File: config.mk
export PLATFORM = sky130hd
export DESIGN_NAME = mean_filt_sched
export DESIGN_NICKNAME = d
export VERILOG_FILES = /design/src/rtl/mean_filt_sched.sv
export SDC_FILE = /design/constraint.sdc
export NUM_CORES = 1
export LEC_CHECK = 0
export ABC_AREA = 1
export CAP_MARGIN = 20
export CORE_ASPECT_RATIO = 1.75
export CORE_MARGIN = 10
export CORE_UTILIZATION = 40
export CTS_CLUSTER_DIAMETER = 30
export DETAILED_ROUTE_END_ITERATION = 12
export PLACE_DENSITY = 0.71
export SYNTH_ARGS = -nofsm -noshare
export SYNTH_HDL_FRONTEND = slang
export SYNTH_SLANG_ARGS = --single-unit
File: constraint.sdc
create_clock -name clk -period 5.4 [get_ports clk]
set_input_delay 1.08 -clock clk [delete_from_list [all_inputs] [get_ports clk]]
set_output_delay 1.08 -clock clk [all_outputs]
set_load 0.01 [all_outputs]
File: src/rtl/mean_filt_sched.sv
// Time-shares one 5-tap sliding-window mean engine among NCH streams with round-robin grants.
// Request to out_valid is 4 cycles, one sample per 5 cycles overall; OUT holds until out_ready, accepting nothing while stalled.
module mean_filt_sched #(
    parameter int NCH = 4,
    parameter int W   = 8
) (
    input  logic                    clk,
    input  logic                    rst_n,
    input  logic [NCH-1:0]          in_valid,
    input  logic [NCH*W-1:0]        in_data,
    output logic [NCH-1:0]          in_ready,
    input  logic [NCH-1:0]          ch_en,
    input  logic [NCH-1:0]          ch_clr,
    output logic                    out_valid,
    output logic [W-1:0]            out_data,
    output logic [$clog2(NCH)-1:0]  out_chan,
    output logic                    out_warm,
    input  logic                    out_ready
);
    localparam int CW = $clog2(NCH);
    localparam int SW = W + 3;

    typedef enum logic [2:0] {IDLE, ACCEPT, UPDATE, DIVIDE, OUT} state_t;

    state_t          state_q, state_d;
    logic [CW-1:0]   g_q, g_d;
    logic [CW-1:0]   last_q, last_d;
    logic [W-1:0]    sample_q, sample_d;
    logic [NCH-1:0]  pend_q, pend_d;
    logic [NCH-1:0]  in_ready_q, in_ready_d;
    logic            out_valid_q, out_valid_d;
    logic [W-1:0]    out_data_q, out_data_d;
    logic [CW-1:0]   out_chan_q, out_chan_d;
    logic            out_warm_q, out_warm_d;

    logic [W-1:0]    hist_q [NCH][5];
    logic [W-1:0]    hist_d [NCH][5];
    logic [SW-1:0]   sum_q  [NCH];
    logic [SW-1:0]   sum_d  [NCH];
    logic [2:0]      cnt_q  [NCH];
    logic [2:0]      cnt_d  [NCH];

    logic [NCH-1:0]  req;
    logic [CW-1:0]   cand;
    logic [CW-1:0]   grant;
    logic            found;

    assign req = in_valid & ch_en;

    // Rotating search starting just after the last granted channel.
    always_comb begin
        found = 1'b0;
        grant = last_q;
        cand  = last_q;
        for (int k = 0; k < NCH; k++) begin
            cand = (cand == CW'(NCH - 1)) ? '0 : cand + 1'b1;
            if (!found && req[cand]) begin
                found = 1'b1;
                grant = cand;
            end
        end
    end

    always_comb begin
        state_d     = state_q;
        g_d         = g_q;
        last_d      = last_q;
        sample_d    = sample_q;
        in_ready_d  = '0;
        out_valid_d = out_valid_q;
        out_data_d  = out_data_q;
        out_chan_d  = out_chan_q;
        out_warm_d  = out_warm_q;
        case (state_q)
            IDLE: begin
                if (found) begin
                    g_d               = grant;
                    last_d            = grant;
                    in_ready_d[grant] = 1'b1;
                    state_d           = ACCEPT;
                end
            end
            ACCEPT: begin
                for (int i = 0; i < NCH; i++) begin
                    if (g_q == CW'(i)) sample_d = in_data[i*W +: W];
                end
                state_d = UPDATE;
            end
            UPDATE: state_d = DIVIDE;
            DIVIDE: begin
                out_data_d  = W'(sum_q[g_q] / SW'(5));
                out_warm_d  = (cnt_q[g_q] < 3'd5);
                out_chan_d  = g_q;
                out_valid_d = 1'b1;
                state_d     = OUT;
            end
            OUT: begin
                if (out_ready) begin
                    out_valid_d = 1'b0;
                    state_d     = IDLE;
                end
            end
            default: state_d = IDLE;
        endcase
    end

    // Clears only land in IDLE, so an in-flight channel finishes before its history is wiped.
    always_comb begin
        hist_d = hist_q;
        sum_d  = sum_q;
        cnt_d  = cnt_q;
        pend_d = pend_q | ch_clr;
        if (state_q == IDLE) begin
            for (int i = 0; i < NCH; i++) begin
                if (pend_q[i] || ch_clr[i]) begin
                    for (int j = 0; j < 5; j++) hist_d[i][j] = '0;
                    sum_d[i] = '0;
                    cnt_d[i] = '0;
                end
            end
            pend_d = '0;
        end
        if (state_q == UPDATE) begin
            sum_d[g_q] = sum_q[g_q] + SW'(sample_q) - SW'(hist_q[g_q][4]);
            for (int j = 4; j > 0; j--) hist_d[g_q][j] = hist_q[g_q][j-1];
            hist_d[g_q][0] = sample_q;
            cnt_d[g_q] = (cnt_q[g_q] == 3'd5) ? 3'd5 : cnt_q[g_q] + 3'd1;
        end
    end

    always_ff @(posedge clk or negedge rst_n) begin
        if (!rst_n) begin
            state_q     <= IDLE;
            g_q         <= '0;
            last_q      <= CW'(NCH - 1);
            sample_q    <= '0;
            pend_q      <= '0;
            in_ready_q  <= '0;
            out_valid_q <= 1'b0;
            out_data_q  <= '0;
            out_chan_q  <= '0;
            out_warm_q  <= 1'b0;
            for (int i = 0; i < NCH; i++) begin
                for (int j = 0; j < 5; j++) hist_q[i][j] <= '0;
                sum_q[i] <= '0;
                cnt_q[i] <= '0;
            end
        end else begin
            state_q     <= state_d;
            g_q         <= g_d;
            last_q      <= last_d;
            sample_q    <= sample_d;
            pend_q      <= pend_d;
            in_ready_q  <= in_ready_d;
            out_valid_q <= out_valid_d;
            out_data_q  <= out_data_d;
            out_chan_q  <= out_chan_d;
            out_warm_q  <= out_warm_d;
            hist_q      <= hist_d;
            sum_q       <= sum_d;
            cnt_q       <= cnt_d;
        end
    end

    assign in_ready  = in_ready_q;
    assign out_valid = out_valid_q;
    assign out_data  = out_data_q;
    assign out_chan  = out_chan_q;
    assign out_warm  = out_warm_q;

endmodule

==> results_dict.tcl <==
set metrics [dict create \
    outcome "complete, but fails checks" \
    violations "negative setup slack" \
    async_flop_share 1.000 \
    firstDrtPassIters 5 \
    synth_area_leader_cell "dfrtp_1" \
    ant_nets 0 \
    cp_common_cell "nand2_2" \
    port-buffer-count 62 \
    grt.total_usage 0.1782 \
    gp_congestion 0.8662 \
    antenna_found_initial 0 \
    diodes 0 \
    worstMarginPinSlew_ns 1.008 \
    drive_gt1_frac 0.2010 \
    ys.flop_type "dfrtp_1" \
    hold_viol_final 0 \
    rows 88 \
    slew_violations 0 \
    htree_levels 2 \
    dieArea_um2 41490 \
    grt_pass1_vias 12050 \
    grt_first_pass_wirelength_mm 60.67 \
    cts_tree "yes" \
    arrival_ns 6.04 \
    critPathKind "flop to flop" \
    ys_seq_area_frac 0.4691 \
    synth_top_area_frac 0.4652 \
    wl_per_cell_um 17.45 \
    numCtsBuffers 36 \
    crit_fanout 8 \
    rsz0062_at_grt "yes" \
    grt_max_degree 108 \
    yosysMostFrequentCell "nand3_1" \
    crit_path_top_delay_cell "dfrtp_2" \
    die_w_um 158.3 \
    drv_cap 0 \
    pin_count 63 \
    cts_hold_buf 0 \
    wl_mm 37.72 \
    min-delay-path-class "flop to flop" \
    clock-sinks 251 \
    clkLatencyLatePin_ns 0.53 \
    dpl.hpwl_mm 23.31 \
    multiInputGateArea_um2 6669 \
    avgSynthCellArea_um2 8.361 \
    seq_area_um2 6286 \
    area_growth_pct 25.22 \
    slowest_delay_ns 0.44 \
    finalCritPeriodShare 1.042 \
    synth_edf_count 0 \
    nNetsFinal 1803 \
    setup_ws_ns -0.2243 \
    slew_headroom 0.3271 \
    ys_types 50 \
    synthCells 1602 \
    grt.overflow.total 0 \
    syn-cell-area_um2 13390 \
    drt_iter0_drc 972 \
    yosysWarnings 0 \
    viasPerCell 5.644 \
    ys_ff_latch 251 \
    root_buffer "clkbuf_16" \
    period_needed_ns 5.624 \
    clk_path_buf_depth 3 \
    fin_tns_setup_ns -0.2383 \
    drcViolationCount 0 \
    synth.area.top_cells "dfrtp_1 47%, nand3_1 11%, o21ai_0 9.0%, nand2_1 6.9%, inv_1 3.0%" \
    cp.required_ns 5.81 \
    fmax_mhz 177.8 \
    core_area_um2 33030 \
    skew_ns 0.02403 \
    synthTopCellsByCount "293 x nand3_1, 249 x dfrtp_1, 245 x nand2_1" \
    syn_nets 1677 \
    dr_total_vias 12200 \
    worstSetupEndpointType "flop" \
    clkTransAtPathRegs_ns 0.05 \
    start_kind "flop" \
    start_util 0.4055 \
    setup_viol 2 \
    fp.dieH_um 262.1 \
    num-fill-cells 3040 \
]
==> area by class of cell <==
cell class / count / share of cell area
timing repair buffer: 184 / 0.09519
clock buffer: 46 / 0.06080
inverter: 128 / 0.02969
clock inverter: 20 / 0.01171
multi-input combinational: 1127 / 0.3976
tap: 405 / 0.03021
sequential: 251 / 0.3748
==> logic make-up after synthesis <==
group	after synthesis	share of synthesized area
AOI/OAI and AO/OA	377	0.1652
xor gates and xnor gates	15	0.009808
adders and majority gates	28	0.03064
buffers and inverters	224	0.06642
DFF	251	0.4691
and+or+nand+nor	707	0.2589
==> layout by cell type, fill, tap and decap left out, types with 11 or more instances in the layout <==
cell,synthesis,routed
a21oi_1,20,18
a221oi_1,21,21
a22o_1,20,20
a22oi_1,29,29
a31oi_1,12,12
buf_4,2,112
clkbuf_16,0,37
clkdlybuf4s50_1,0,61
dfrtp_1,249,247
ha_1,20,15
inv_1,107,102
inv_2,14,16
nand2_1,245,224
nand2_2,27,38
nand2_4,11,19
nand3_1,293,277
nand3_2,11,23
nand4_1,12,12
nor2_1,79,69
o21ai_0,241,239
xor2_1,11,11
==> per-layer routing <==
metal	vias to the layer above	track usage	wire length, µm
li1	5762	-	-
met1	6002	0.2082	14720
met2	358	0.3222	20090
met3	75	0.02488	1942
met4	0	0.06534	964
met5	-	0	0
==> sequential cells by signal, indices dropped and copies added (netlist names) <==
name / count
out_data: 8
sample_q: 8
out_valid: 1
hist_q: 160
out_chan: 2
in_ready: 4
state_q: 3
sum_q: 44
g_q: 2
cnt_q: 12
last_q: 2
pend_q: 4
out_warm: 1
==> through the flow <==
step	setup WS (ns)	std cells	area [µm²]	hold WS, ns	util
detailed placement	-0.2562	2070	14940	0.4723	0.4523
floorplan	0.01616	1602	13390	0.4757	-
global placement	-0.08262	2070	14940	0.4666	0.4523
finish	-0.2243	2161	16770	0.4810	0.5078
global route	-0.6592	2161	16770	0.5079	0.5078
CTS	-0.003991	2148	16380	0.4831	0.4958
==> repair_timing <==
action,in CTS,in global routing
setup endpoints to repair,2,2
pin swaps,35,51
resized for setup,37,71
buffers inserted,12,15
==> worst paths after layout <==
path / slack (ns) / from / cells past startpoint / endpoint
min in group asynchronous: 0.55 / rst_n / 1 / hist_q[68]
min: 0.48 / out_data[2] / 2 / out_data[2]
min reg2reg: 0.48 / out_data[2] / 2 / out_data[2]
max in group asynchronous: 3.74 / rst_n / 2 / g_q[0]
max reg2reg: -0.22 / g_q[1] / 49 / out_data[0]
max: -0.22 / g_q[1] / 49 / out_data[0]
==> critical path: cells and delay by family (launching register included) <==
family | cells | cell delay [ns]
AOI/OAI and AO/OA | 3 | 0.43
and+or+nand+nor | 34 | 3.30
DFF | 1 | 0.44
xor gates and xnor gates | 1 | 0.23
buffers and inverters | 9 | 0.79
adders and majority gates | 2 | 0.34
Power is left out: the tool's default activity adds up to more than one toggle a clock period on the data nets, which glitch-free logic cannot reach.
